===== config.mk =====
export PLATFORM = sky130hd
export DESIGN_NAME = spi_master_ctrl
export DESIGN_NICKNAME = d
export VERILOG_FILES = /design/src/rtl/spi_master_ctrl.sv
export SDC_FILE = /design/constraint.sdc
export NUM_CORES = 1
export LEC_CHECK = 0
export ABC_AREA = 1
export CORE_ASPECT_RATIO = 0.8
export CORE_MARGIN = 4
export CORE_UTILIZATION = 58
export CTS_CLUSTER_SIZE = 8
export DETAILED_ROUTE_END_ITERATION = 8
export PLACE_DENSITY = 0.95
export SYNTH_ARGS = -nofsm -noshare
export SYNTH_HDL_FRONTEND = slang
export SYNTH_SLANG_ARGS = --single-unit

===== constraint.sdc =====
create_clock -name clk -period 4.2 [get_ports clk]
set_input_delay 0.63 -clock clk [delete_from_list [all_inputs] [get_ports clk]]
set_output_delay 0.63 -clock clk [all_outputs]
set_load 0.05 [all_outputs]

===== src/rtl/spi_master_ctrl.sv =====
// SPI master with CPOL/CPHA modes, programmable SCLK divider and MSB/LSB-first order.
// SCLK, MOSI and SS_N are registered outputs generated from the system clock.
module spi_master_ctrl #(
    parameter int unsigned word_width = 8,
    parameter int unsigned SS_width   = 4,
    parameter int unsigned div_width  = 8,
    localparam int unsigned ssv_width = (SS_width > 1) ? $clog2(SS_width) : 1
) (
    input  logic                  clk,
    input  logic                  reset,
    input  logic                  start,
    input  logic                  CPOL,
    input  logic                  CPHA,
    input  logic                  LSBF,
    input  logic [div_width-1:0]  DIV,
    input  logic [ssv_width-1:0]  SSV,
    input  logic [word_width-1:0] D_IN,
    output logic [word_width-1:0] D_OUT,
    output logic                  busy,
    output logic                  done,
    output logic                  SCLK,
    output logic                  MOSI,
    input  logic                  MISO,
    output logic [SS_width-1:0]   SS_N
);

    localparam int unsigned EW = $clog2(2 * word_width + 1);

    typedef enum logic [1:0] {IDLE, SETUP, SHIFT, HOLD} state_t;

    state_t                state;
    logic [div_width-1:0]  cnt;
    logic [div_width-1:0]  div_q;
    logic [EW-1:0]         edges;
    logic [EW-1:0]         edge_next;
    logic                  cpha_q;
    logic                  lsbf_q;
    logic [word_width-1:0] tx_sr;
    logic [word_width-1:0] rx_sr;
    logic                  sample_now;
    logic                  advance_now;

    // Odd toggles are leading edges; CPHA selects which edge parity samples MISO,
    // the other parity advances MOSI (skipping the first leading and last trailing edge).
    always_comb begin
        edge_next   = edges + EW'(1);
        sample_now  = edge_next[0] ^ cpha_q;
        advance_now = !sample_now && (edge_next != EW'(1)) &&
                      (edge_next != EW'(2 * word_width));
    end

    always_ff @(posedge clk) begin
        if (reset) begin
            state  <= IDLE;
            cnt    <= '0;
            div_q  <= '0;
            edges  <= '0;
            cpha_q <= 1'b0;
            lsbf_q <= 1'b0;
            tx_sr  <= '0;
            rx_sr  <= '0;
            D_OUT  <= '0;
            busy   <= 1'b0;
            done   <= 1'b0;
            SCLK   <= 1'b0;
            MOSI   <= 1'b0;
            SS_N   <= '1;
        end else begin
            done <= 1'b0;
            case (state)
                IDLE: begin
                    if (start) begin
                        cpha_q <= CPHA;
                        lsbf_q <= LSBF;
                        div_q  <= DIV;
                        tx_sr  <= D_IN;
                        rx_sr  <= '0;
                        MOSI   <= LSBF ? D_IN[0] : D_IN[word_width-1];
                        SCLK   <= CPOL;
                        busy   <= 1'b1;
                        cnt    <= '0;
                        edges  <= '0;
                        for (int unsigned i = 0; i < SS_width; i++) begin
                            SS_N[i] <= (32'(SSV) != i);
                        end
                        state <= SETUP;
                    end
                end
                SETUP, SHIFT: begin
                    if (cnt != div_q) begin
                        cnt <= cnt + div_width'(1);
                    end else begin
                        cnt <= '0;
                        if (state == SHIFT && edges == EW'(2 * word_width)) begin
                            state <= HOLD;
                        end else begin
                            // The end of SETUP doubles as the first SCLK toggle.
                            state <= SHIFT;
                            SCLK  <= ~SCLK;
                            edges <= edge_next;
                            if (sample_now) begin
                                rx_sr <= lsbf_q ? {MISO, rx_sr[word_width-1:1]}
                                                : {rx_sr[word_width-2:0], MISO};
                            end
                            if (advance_now) begin
                                if (lsbf_q) begin
                                    tx_sr <= tx_sr >> 1;
                                    MOSI  <= tx_sr[1];
                                end else begin
                                    tx_sr <= tx_sr << 1;
                                    MOSI  <= tx_sr[word_width-2];
                                end
                            end
                        end
                    end
                end
                HOLD: begin
                    if (cnt != div_q) begin
                        cnt <= cnt + div_width'(1);
                    end else begin
                        cnt   <= '0;
                        state <= IDLE;
                        SS_N  <= '1;
                        busy  <= 1'b0;
                        D_OUT <= rx_sr;
                        done  <= 1'b1;
                    end
                end
                default: state <= IDLE;
            endcase
        end
    end

endmodule

## After elaboration in Yosys (flattened, before gate mapping)

Cells that the tools add are included.

| word-level totals | value |
|---|---|
| register bits after elaboration | 57 |
| output and inout bits | 16 |

| operators by class | value |
|---|---|
| add/sub/neg operators | 2 |
| equal/unequal tests | 16 |
| mux-type cells | 41 |
| bitwise gates (word level) | 4 |
| reduce and logical (&&, ||, !) cells | 18 |

Operators by type and width:

| operator | count |
|---|---|
| 2-to-1 mux 8 bit | 11 |
| one-hot mux 8 bit (2 select lines) | 3 |
| inequality test 2 bit (second input constant) | 8 |
| 2-to-1 mux 5 bit | 3 |
| 2-to-1 mux 1 bit | 13 |
| one-hot mux 5 bit (2 select lines) | 1 |
| AND reduction 5 bit | 2 |
| adder 8 x 1 -> 8 bit (second input constant) | 1 |
| 2-to-1 mux 4 bit | 2 |
| inequality test 8 bit | 1 |
| one-hot mux 4 bit (2 select lines) | 1 |
| 2-to-1 mux 2 bit | 3 |
| one-hot mux 1 bit (2 select lines) | 3 |
| one-hot mux 2 bit (3 select lines) | 1 |
| AND reduction 3 bit | 2 |
| nonzero test 2 bit | 3 |
| adder 5 x 1 -> 5 bit (second input constant) | 1 |
| == test 5 bit (second input constant) | 1 |
| inequality test 5 x 1 -> 1 bit (second input constant) | 1 |
| inequality test 5 bit (second input constant) | 1 |
| == test 2 bit (second input constant) | 2 |
| AND reduction 2 bit | 2 |
| AND reduction 4 bit | 1 |
| OR reduction 2 bit | 2 |
| 8 further kinds | 12 |

## Logic depth before layout (Yosys ltp)

Gate-level depths: netlist (run 1).

| logic depth | value |
|---|---|
| depth after elaboration | 9 |
| gate-level depth with buffers | 12 |

## Least setup slack after synthesis (run 1)

OpenSTA, ideal clock, no wires.

| path | value |
|---|---|
| path type | register -> register |
| from | reg state[1] |
| to | reg tx_sr[2] |
| setup time | 115 ps |
| arrival time | 1571 ps |
| required time | 4085 ps |
| path slack | 2514 ps |
| cell stages (with the launch flop) | 11 |
| buffers on the path | 1 |
| period minus slack after synthesis | 1686 ps |
| cell sequence | dfxtp_1 > inv_1 > ha_1 > inv_1 > o21ai_0 > nand2_1 > a21oi_4 > buf_6 > nand3_1 > nand2_1 > nor2_1 |

| on the way | value |
|---|---|
| longest elaborated chain between the ends | 4 |
| elaborated cells on any way between the ends | 12 |

Ends and longest elaborated chain:

| item | RTL line | source |
|---|---|---|
| start: declaration | 31 | `state_t state;` |
| start signal: assignment | 54 | `state <= IDLE;` |
| start signal: assignment | 86 | `state <= SETUP;` |
| start signal: assignment | 95 | `state <= HOLD;` |
| == test 2 bit or == test 2 x 1 -> 1 bit (tied branches) | 70, 94 |  |
| OR reduction 2 bit or logical AND 1 bit (tied branches) | 70, 94 |  |
| inequality test 2 bit (no line) or nonzero test 2 bit (tied branches) | n/a |  |
| AND reduction 5 bit (no line) | n/a |  |
| end signal: assignment | 107 | `tx_sr <= tx_sr >> 1;` |
| end signal: assignment | 110 | `tx_sr <= tx_sr << 1;` |
| end: declaration | 38 | `logic [word_width-1:0] tx_sr;` |

Parallel ways exist; a longest one is shown, timed or not.
A chain may end at the register's enable or synchronous reset.

## Worst setup path after layout (run 1)

| path | value |
|---|---|
| from | reg state[0] |
| to | reg tx_sr[5] |

The elaborated chain is that of the path after synthesis.

==> results of run 1 <==
[cell usage after synthesis, drive strengths merged]
master  number
xor2         3
a221oi       5
o22ai        9
o21ai       32
a21oi       36
buf          9
nand3b       1
inv         52
o221ai       1
xnor2        5
clkinv       1
nor3         8
nor2        68
nand4        2
dfxtp       57
nand3       19
clkbuf       6
ha           9
nor3b        3
o211ai       1
nand2       83
[routing by layer]
| metal | part of all wire [%] | vias up | GRT usage, % | routed length (um) |
|---|---|---|---|---|
| met1 | 43 | 1321 | 30.57 | 3003 |
| met5 | 0 | - | 0 | 0 |
| li1 | - | 1394 | - | - |
| met4 | 2.5 | 0 | 7.439 | 176 |
| met3 | 7.9 | 23 | 7.471 | 557 |
| met2 | 47 | 133 | 36.82 | 3309 |
[flip-flops by register name (all words and copies together), names as in the netlist]
signal,cells
D_OUT,8
done,1
busy,1
div_q,8
rx_sr,8
SCLK,1
cpha_q,1
cnt,8
state,2
edges,5
lsbf_q,1
MOSI,1
SS_N,4
tx_sr,8
[layout by cell type, fill, tap and decap left out, types with 2 or more instances in the layout]
cell type	count
nor2_2	4
nand3_1	18
clkbuf_8	10
ha_1	9
a221oi_1	5
nor3_1	8
nand2_2	2
clkdlybuf4s50_1	40
clkinvlp_4	4
dfxtp_1	57
a21oi_2	3
xor2_1	3
a21oi_1	32
o21ai_2	2
inv_1	51
o22ai_1	9
nand2_1	80
nand4_1	2
nor2_1	64
xnor2_1	5
o21ai_0	30
nor3b_1	3
[logic make-up (layout without fill, tap and decap cells)]
kind of cell,count (synthesis),after routing
AOI/OAI and AO/OA,84,84
adders and majority gates,9,9
and+or+nand+nor,184,184
DFF,57,57
buffers and inverters,68,110
xor gates and xnor gates,8,8
[critical path, delay by kind of cell, from the launching register on]
| kind | cells | cell delay, ns |
|---|---|---|
| AO/OA/AOI/OAI | 2 | 0.80 |
| adder cells (fa/ha/maj) | 1 | 0.58 |
| buffers and inverters | 2 | 0.46 |
| AND/OR/NAND/NOR | 4 | 0.43 |
| flip-flops | 1 | 0.39 |
[layout make-up]
cell class | count | share of cell area [%]
Tap cell | 60 | 2.174
Inverter | 53 | 5.761
Clock inverter | 6 | 1.268
Timing Repair Buffer | 41 | 11.81
Multi-Input combinational cell | 285 | 41.96
Clock buffer | 10 | 3.986
Sequential cell | 57 | 33.04
[worst min path at each step]
stage                                from               endpoint  slack (ns)  depth (start not counted)
detailed placement  D_OUT[3]$_SDFFE_PP0P_  D_OUT[3]$_SDFFE_PP0P_        0.44                          2
finish              D_OUT[3]$_SDFFE_PP0P_  D_OUT[3]$_SDFFE_PP0P_        0.45                          2
global placement    D_OUT[2]$_SDFFE_PP0P_  D_OUT[2]$_SDFFE_PP0P_        0.43                          2
floorplan           div_q[0]$_SDFFE_PP0P_  div_q[0]$_SDFFE_PP0P_        0.44                          2
CTS                 D_OUT[3]$_SDFFE_PP0P_  D_OUT[3]$_SDFFE_PP0P_        0.45                          2
global route        D_OUT[3]$_SDFFE_PP0P_  D_OUT[3]$_SDFFE_PP0P_        0.46                          2
[stage by stage]
| stage | cell area [um2] | setup slack [ns] | hold slack (ns) | utilization, % |
|---|---|---|---|---|
| 6_report | 3453 | 1.404 | 0.4461 | 73.37 |
| 5_1_grt | 3453 | 1.117 | 0.4591 | 73.37 |
| 4_1_cts | 3453 | 1.467 | 0.4476 | 73.37 |
| 3_5_place_dp | 3272 | 1.483 | 0.4373 | 69.51 |
| 3_3_place_gp | 3272 | 1.675 | 0.4331 | 69.51 |
| 2_1_floorplan | 2899 | 2.514 | 0.4441 | - |
[power groups by stage]
| stage | combinational, uW | clock, uW | sequential (uW) |
|---|---|---|---|
| after floorplan | 925 | 0 | 797 |
| after global placement | 1060 | 0 | 763 |
| final | 1160 | 463 | 763 |
| after detailed placement | 1120 | 0 | 770 |
| after CTS | 1130 | 463 | 760 |
| after global routing | 1300 | 493 | 778 |
==> results.py, run 1 <==
metrics = {
    "cts": {
        "cts_buffers": 9,
        "cts_setup_buffers": 0,
        "cts_root_buf": "clkbuf_8",
        "cts-hold-fix-buffers": 0,
        "htreeDepth": 3,
        "clk_pin_slew_ns": 0.07,
        "cts_tree": "yes",
        "cts_sinks": 57,
        "clock_path_buffers": 2,
        "clock_latency_ns": 0.34,
        "cts_resized": 0,
    },
    "finish": {
        "syn_to_final_growth_pct": 19.12,
        "instances_no_fill": 512,
        "drive_above_1_share_pct": 7.080,
        "multi_input_area_um2": 1449,
        "antennaDiodeCount": 0,
        "fillers": 364,
        "layout.area.seq_um2": 1141,
        "fin_nets": 481,
    },
    "floorplanning": {
        "core-area_um2": 4707,
        "initial_core_util_pct": 61.59,
        "die-area_um2": 6201,
        "rows": 22,
        "dieWidth_um": 87.05,
        "die_y_um": 71.24,
        "io_pins": 41,
    },
    "critical_path": {
        "cp-endpoint": "tx_sr[5]$_SDFFE_PP0P_",
        "crit_arrival_ns": 3.02,
        "r2r_cells": 9,
        "required_ns": 4.43,
        "setup.worst_path.start": "state[0]$_SDFFE_PP0P_",
        "cp-end-kind": "flop",
        "reg2reg_from": "state[0]$_SDFFE_PP0P_",
        "worst_r2r_endpoint": "tx_sr[5]$_SDFFE_PP0P_",
        "path_class": "flop to flop",
        "cp-start-kind": "flop",
        "r2r_slack_ns": 1.40,
        "crit_fanout": 25,
        "crit_chain": "inv_1 -> ha_1 -> inv_1 -> o21ai_0 -> nand2_1 -> a21oi_4 -> nand3_1 -> nand2_1 -> nor2_1",
        "max_stage_delay_ns": 0.58,
        "slowest_stage": "ha_1",
    },
    "power": {
        "sequentialPowerShare_pct": 32.0,
        "comb_power_share_pct": 48.5,
        "switching_share_pct": 46.78,
        "intPower_uw": 1267,
        "p_sw_uw": 1114,
        "p_leak_uw": 0.001456,
        "p_total_uw": 2381,
        "ir_worst_vdd_v": 0.0003742,
        "power-per-cell-area_nw_per_um2": 689.6,
        "pwr-share-clk_pct": 19.5,
    },
    "place": {
        "dpl.hpwl_um": 4800,
        "numPortBuffers": 40,
        "dp.cells": 496,
        "gp_congestion": 0.8817,
    },
    "yosys": {
        "synthMuxAreaShare_pct": 0,
        "ys_ff_latch": 57,
        "syn_inst": 410,
        "synth_compound_area_share_pct": 16.79,
        "synth.distinct_cells": 34,
        "ys_seq_area_share_pct": 39.36,
        "synth.cell_area_um2": 2899,
        "yosys.area_share.adder_pct": 3.884,
        "syn_nets": 444,
        "syn_area_per_cell_um2": 7.071,
        "yosys-top-cells-area": "dfxtp_1, nand2_1, nor2_1, inv_1, a21oi_1",
        "yosys_warnings": 0,
        "yosys.area_share.simple_pct": 26.89,
        "synth_top_family_by_area": "simple AND/OR/NAND/NOR gates",
        "synth_xor_xnor_area_share_pct": 2.417,
        "yosysTopAreaCell": "dfxtp_1",
        "synth_top_area_share_pct": 39.36,
    },
    "timing": {
        "setup_viol": 0,
        "fin_crit_ns": 2.796,
        "fin_crit_sh_pct": 66.56,
        "skew_ns": 0.01060,
        "finalHoldViolations": 0,
        "final_max_slew_viol_count": 0,
        "fmax_ghz": 0.3577,
        "grt_setup_unrepaired": "false",
        "max_slew_margin_pct": 54.05,
        "worst_pin_slew_ns": 0.6877,
        "tns_ns": 0,
    },
    "outcome": {
        "status": "finished, final reports clean",
    },
    "routing": {
        "vias": 2871,
        "drtIter0Drc": 288,
        "wl_per_cell_um": 13.76,
        "drt-total-wl_um": 7046,
        "drt_first_pass_iters": 7,
        "viasPerCell": 5.607,
        "antenna_left": 0,
        "post-route-drc-count": 0,
    },
    "worst_hold_path": {
        "hold_class": "flop to flop",
    },
    "global_routing": {
        "grt_start_max_net_pins": 29,
        "grt_pass1_vias": 2523,
        "grt-ovfl-total": 0,
        "grt_util_all_layers_pct": 23.41,
        "antenna_found_initial": 0,
        "grt_pass1_wl_um": 11600,
    },
    "flow_run": {
        "drv_cap": 0,
    },
}
No activity file was read; power rests on OpenSTA's default activity.
==> run 2, diff against run 1 <==
--- a/config.mk
+++ b/config.mk
@@ -8,10 +8,10 @@
 export ABC_AREA = 1
 export CORE_ASPECT_RATIO = 0.8
 export CORE_MARGIN = 4
-export CORE_UTILIZATION = 58
+export CORE_UTILIZATION = 54
 export CTS_CLUSTER_SIZE = 8
 export DETAILED_ROUTE_END_ITERATION = 8
-export PLACE_DENSITY = 0.95
+export PLACE_DENSITY = 0.9
 export SYNTH_ARGS = -nofsm -noshare
 export SYNTH_HDL_FRONTEND = slang
 export SYNTH_SLANG_ARGS = --single-unit
==> constraint.sdc (replaced) <==
create_clock -name clk -period 2.8 [get_ports clk]
set_input_delay 0.42 -clock clk [delete_from_list [all_inputs] [get_ports clk]]
set_output_delay 0.42 -clock clk [all_outputs]
set_load 0.05 [all_outputs]
==> run 2 against run 1 <==
Combinational power rose by 53%. Clock power up 100%. Wire length down 6.7%. Sequential share of layout area is 0.89 points lower. Global-route usage shrank 2.5 points. Maximum frequency increased by 14%. Total power increased by 62%. Largest cell class unchanged. Clock-buffer cell count up 1. Core utilization shrank 3.7 points.
==> results.py, run 2 (synthesis results as in run 1) <==
metrics = {
    "global_routing": {
        "grt_pass1_wl_um": 11090,
        "grt_util_all_layers_pct": 20.91,
        "grt-ovfl-total": 0,
        "grt_pass1_vias": 2503,
        "antenna_found_initial": 0,
        "grt_start_max_net_pins": 38,
    },
    "power": {
        "comb_power_share_pct": 45.9,
        "power-per-cell-area_nw_per_um2": 1087,
        "p_leak_uw": 0.001515,
        "switching_share_pct": 42.68,
        "p_sw_uw": 1646,
        "ir_worst_vdd_v": 0.0005906,
        "sequentialPowerShare_pct": 29.7,
        "pwr-share-clk_pct": 24.4,
        "intPower_uw": 2211,
    },
    "timing": {
        "grt_setup_unrepaired": "false",
        "fmax_ghz": 0.4084,
        "fin_ws_ns": 0.3516,
        "worst_pin_slew_ns": 0.6791,
        "hold_ws_ns": 0.4419,
        "max_slew_margin_pct": 54.63,
        "skew_ns": 0.007605,
        "fin_crit_sh_pct": 87.44,
        "finalHoldViolations": 0,
        "setup_viol": 0,
        "fin_crit_ns": 2.448,
        "tns_ns": 0,
        "final_max_slew_viol_count": 0,
    },
    "worst_hold_path": {
        "hold_class": "flop to flop",
        "hold_start": "D_OUT[2]$_SDFFE_PP0P_",
    },
    "critical_path": {
        "cp-start-kind": "flop",
        "required_ns": 3.03,
        "cp-end-kind": "flop",
        "crit_arrival_ns": 2.67,
        "crit_fanout": 25,
        "path_class": "flop to flop",
        "reg2reg_from": "state[0]$_SDFFE_PP0P_",
        "setup.worst_path.start": "state[0]$_SDFFE_PP0P_",
    },
    "finish": {
        "fin_nets": 485,
        "drive_above_1_share_pct": 7.675,
        "instances_no_fill": 518,
        "antennaDiodeCount": 0,
        "final_util_pct": 69.66,
        "syn_to_final_growth_pct": 22.40,
        "final_cell_mix": "nand2_1, nor2_1, dfxtp_1",
        "layout_commonest_cell": "nand2_1",
    },
    "routing": {
        "post-route-drc-count": 0,
        "antenna_left": 0,
        "viasPerCell": 5.309,
        "drt-total-wl_um": 6571,
        "drtIter0Drc": 162,
        "vias": 2750,
        "drt_first_pass_iters": 5,
        "wl_per_cell_um": 12.69,
    },
    "cts": {
        "cts_resized": 0,
        "cts_root_buf": "clkbuf_8",
        "clock_latency_ns": 0.33,
        "cts_tree": "yes",
        "cts_setup_buffers": 0,
        "cts_buffers": 9,
        "cts-hold-fix-buffers": 0,
        "clk_pin_slew_ns": 0.06,
        "clock_path_buffers": 2,
        "cts_sinks": 57,
        "htreeDepth": 3,
    },
    "floorplanning": {
        "rows": 23,
        "die-area_um2": 6612,
        "core-area_um2": 5094,
        "dieWidth_um": 89.92,
        "initial_core_util_pct": 56.91,
        "io_pins": 41,
        "die_y_um": 73.54,
    },
    "place": {
        "numPortBuffers": 40,
        "gp_congestion": 0.8810,
        "dp.cells": 502,
        "dpl.hpwl_um": 4577,
        "dp_slack_ns": 0.4830,
    },
    "flow_run": {
        "drv_cap": 0,
    },
    "outcome": {
        "status": "finished, final reports clean",
    },
}
==> run 2: cell count changes in the layout (fill, tap and decap cells not counted) <==
cell	change
buf_4	+4
bufinv_16	+3
clkbuf_1	+1
clkinv_4	-1
clkinvlp_4	-3
==> run 2: power groups by stage <==
stage	sequential, uW	combinational, uW	clock, uW
2_1_floorplan	1190	1390	0
3_3_place_gp	1150	1640	0
3_5_place_dp	1160	1720	0
4_1_cts	1140	1750	950
5_1_grt	1170	1990	988
6_report	1150	1770	941
==> run 2: worst max-delay path: stages (launching register included) <==
cell and delay, ns:
dfxtp_1 0.38, inv_1 0.11, ha_1 0.34, buf_4 0.21, inv_1 0.12, o21ai_0 0.16, nand2_1 0.13, a21oi_4 0.55
nand3_1 0.17, nand2_1 0.13, nor2_1 0.05
==> run 2: final cells by class <==
type,count,area [um2]
well taps,62,77.57
repair buffers,45,437.9
inverters,53,198.9
fillers,395,1545
multi-input cells,285,1449
clock buffers,11,141.4
flip-flops and latches,57,1141
clock inverters,5,102.6
==> run 2: per-layer routing <==
metal	track usage, %	part of all wire, %	up-vias
li1	-	-	1401
met1	25.11	44	1230
met2	35.75	47	105
met3	7.881	8.0	14
met4	5.772	1.7	0
met5	0	0	-
==> run 2: path summary, 6_finish.rpt <==
| kind | to | slack [ns] | cells past startpoint |
|---|---|---|---|
| max | tx_sr[7]$_SDFFE_PP0P_ | 0.35 | 10 |
| min | D_OUT[2]$_SDFFE_PP0P_ | 0.44 | 2 |
| max reg2reg | tx_sr[7]$_SDFFE_PP0P_ | 0.35 | 10 |
| min reg2reg | D_OUT[2]$_SDFFE_PP0P_ | 0.44 | 2 |
==> run 2: through the flow <==
stage                     total power [uW]  area, um2
after floorplan                       2582       2899
after global placement                2788       3304
after detailed placement              2878       3304
after CTS                             3846       3548
after global routing                  4143       3548
final                                 3857       3548
==> run 3, diff against run 2 <==
--- a/config.mk
+++ b/config.mk
@@ -7,10 +7,10 @@
 export LEC_CHECK = 0
 export ABC_AREA = 1
 export CORE_ASPECT_RATIO = 0.8
-export CORE_MARGIN = 4
 export CORE_UTILIZATION = 54
 export CTS_CLUSTER_SIZE = 8
 export DETAILED_ROUTE_END_ITERATION = 8
+export GPL_TIMING_DRIVEN = 0
 export PLACE_DENSITY = 0.9
 export SYNTH_ARGS = -nofsm -noshare
 export SYNTH_HDL_FRONTEND = slang
==> run 3 against run 2 <==
The flow now finishes with violations (design-rule violations). Sequential power about the same. Via count increased by 3.7%. Clock-buffer cell count is the same. Wire length up 6.2%. Die area is 14% lower. Worst setup slack improved by 0.45 ns. First-iteration DRC count rose by 25%. Cell count increased by 1.9%. Clock skew increased by 0.0037 ns. Core utilization grew 0.96 points. Combinational power grew 7%. Largest cell class unchanged.
==> results.py, run 3 (synthesis results as in run 1) <==
metrics = {
    "routing": {
        "post-route-drc-count": 8,
        "drt-total-wl_um": 6980,
        "wl_per_cell_um": 13.22,
        "drtIter0Drc": 202,
        "viasPerCell": 5.400,
        "vias": 2851,
        "antenna_left": 0,
        "drt_first_pass_iters": 8,
    },
    "critical_path": {
        "slowest_stage": "dfxtp_1",
        "cp-start-kind": "flop",
        "max_stage_delay_ns": 0.38,
        "crit_chain": "inv_1 -> ha_1 -> inv_1 -> o21ai_0 -> nand2_1 -> a21oi_4 -> buf_6 -> nand3_1 -> nand2_1 -> nor2_1",
        "crit_family": "compound AO/OA/AOI/OAI gates",
        "cp-end-kind": "flop",
        "r2r_slack_ns": 0.81,
        "r2r_cells": 10,
        "reg2reg_from": "state[0]$_SDFFE_PP0P_",
        "worst-path-buf-inv": 3,
        "required_ns": 3.03,
        "path_class": "flop to flop",
        "worst_r2r_endpoint": "tx_sr[3]$_SDFFE_PP0P_",
        "crit_arrival_ns": 2.23,
        "crit_fanout": 10,
    },
    "timing": {
        "max_slew_margin_pct": 66.49,
        "final_max_slew_viol_count": 0,
        "finalHoldViolations": 0,
        "grt_setup_unrepaired": "false",
        "hold_ws_ns": 0.4440,
        "setup_viol": 0,
        "skew_ns": 0.01133,
        "fmax_ghz": 0.5016,
        "tns_ns": 0,
        "fin_crit_sh_pct": 71.21,
        "fin_crit_ns": 1.994,
        "worst_pin_slew_ns": 0.5010,
    },
    "floorplanning": {
        "initial_core_util_pct": 56.91,
        "core-area_um2": 5094,
        "die_y_um": 67.54,
        "dieWidth_um": 83.92,
        "io_pins": 41,
        "rows": 23,
        "die-area_um2": 5668,
    },
    "outcome": {
        "violations": "design-rule violations",
        "status": "finished, violations left",
    },
    "global_routing": {
        "grt_pass1_wl_um": 11940,
        "grt_util_all_layers_pct": 27.24,
        "grt-ovfl-total": 0,
        "antenna_found_initial": 0,
        "grt_pass1_vias": 2692,
        "grt_start_max_net_pins": 11,
    },
    "place": {
        "dp.cells": 512,
        "numPortBuffers": 40,
        "gp_congestion": 0.8879,
        "dpl.hpwl_um": 4913,
    },
    "power": {
        "p_leak_uw": 0.001541,
        "ir_worst_vdd_v": 0.0005241,
        "power-per-cell-area_nw_per_um2": 1081,
    },
    "worst_hold_path": {
        "hold_depth": 2,
        "hold_start": "D_OUT[2]$_SDFFE_PP0P_",
        "hold_end": "D_OUT[2]$_SDFFE_PP0P_",
        "hold_class": "flop to flop",
    },
    "finish": {
        "final_cell_mix": "nand2_1, nor2_1, dfxtp_1",
        "antennaDiodeCount": 0,
        "instances_no_fill": 528,
        "fillers": 412,
        "fin_nets": 495,
        "syn_to_final_growth_pct": 24.08,
        "drive_above_1_share_pct": 8.584,
        "layout_commonest_cell": "nand2_1",
    },
    "cts": {
        "cts_buffers": 9,
        "cts_resized": 0,
        "htreeDepth": 3,
        "clock_latency_ns": 0.35,
        "cts_tree": "yes",
        "clk_pin_slew_ns": 0.07,
        "clock_path_buffers": 2,
        "cts-hold-fix-buffers": 0,
        "cts_root_buf": "clkbuf_8",
        "cts_sinks": 57,
        "cts_setup_buffers": 0,
    },
    "flow_run": {
        "drv_cap": 0,
    },
}
[run 3: changes by cell type in the layout (fill, tap and decap cells not counted), sizes merged]
cell / delta
bufinv: -1
buf: +4
clkinv: +2
clkinvlp: -1
clkbuf: +6
[run 3: worst max path at each step]
stage	slack [ns]	end	depth (start not counted)	start
final	0.81	tx_sr[3]$_SDFFE_PP0P_	10	state[0]$_SDFFE_PP0P_
after global routing	0.61	MOSI$_SDFFE_PP0P_	11	state[0]$_SDFFE_PP0P_
after CTS	0.81	tx_sr[3]$_SDFFE_PP0P_	10	state[0]$_SDFFE_PP0P_
after detailed placement	0.77	tx_sr[3]$_SDFFE_PP0P_	9	start
after global placement	0.78	cnt[5]$_SDFFE_PP0P_	6	start
after floorplan	1.11	tx_sr[2]$_SDFFE_PP0P_	10	state[1]$_SDFFE_PP0P_
[run 3: area by class of cell]
type	instances	area [um2]	share of cell area, %
Multi-Input combinational cell	285	1449	40.28
Sequential cell	57	1141	31.72
Timing Repair Buffer	40	400.4	11.13
Inverter	53	198.9	5.530
Clock buffer	11	141.4	3.930
Buffer	15	110.1	3.061
Clock inverter	5	78.83	2.191
Tap cell	62	77.57	2.157
[run 3: power breakdown]
group	total [uW]	switching, uW	internal (uW)
logic	1900	1210	691
registers	1140	141	996
clock network	852	328	523
[run 3: metrics by stage]
stage | total power, uW | instance area, um2 | utilization, % | setup slack [ns]
after CTS | 3868 | 3597 | 70.62 | 0.8136
after global placement | 2921 | 3377 | 66.30 | 0.7754
after global routing | 4194 | 3597 | 70.62 | 0.6136
after detailed placement | 2993 | 3377 | 66.30 | 0.7661
final | 3888 | 3597 | 70.62 | 0.8062
after floorplan | 2582 | 2899 | - | 1.114
[run 3: worst reg2reg max path: stages (launching register included)]
cell and delay [ns]:
dfxtp_1 0.38, inv_1 0.09, ha_1 0.33, inv_1 0.13
o21ai_0 0.18, nand2_1 0.13, a21oi_4 0.25, buf_6 0.20
nand3_1 0.08, nand2_1 0.06, nor2_1 0.05
[run 3: per-layer routing]
metal	part of all wire (%)	GRT usage [%]	vias to the layer above	wire length (um)
met5	0	0	-	0
met4	1.1	9.483	0	77
met3	7.1	9.291	8	493
met2	48	48.98	116	3376
met1	43	30.78	1302	3033
li1	-	-	1425	-
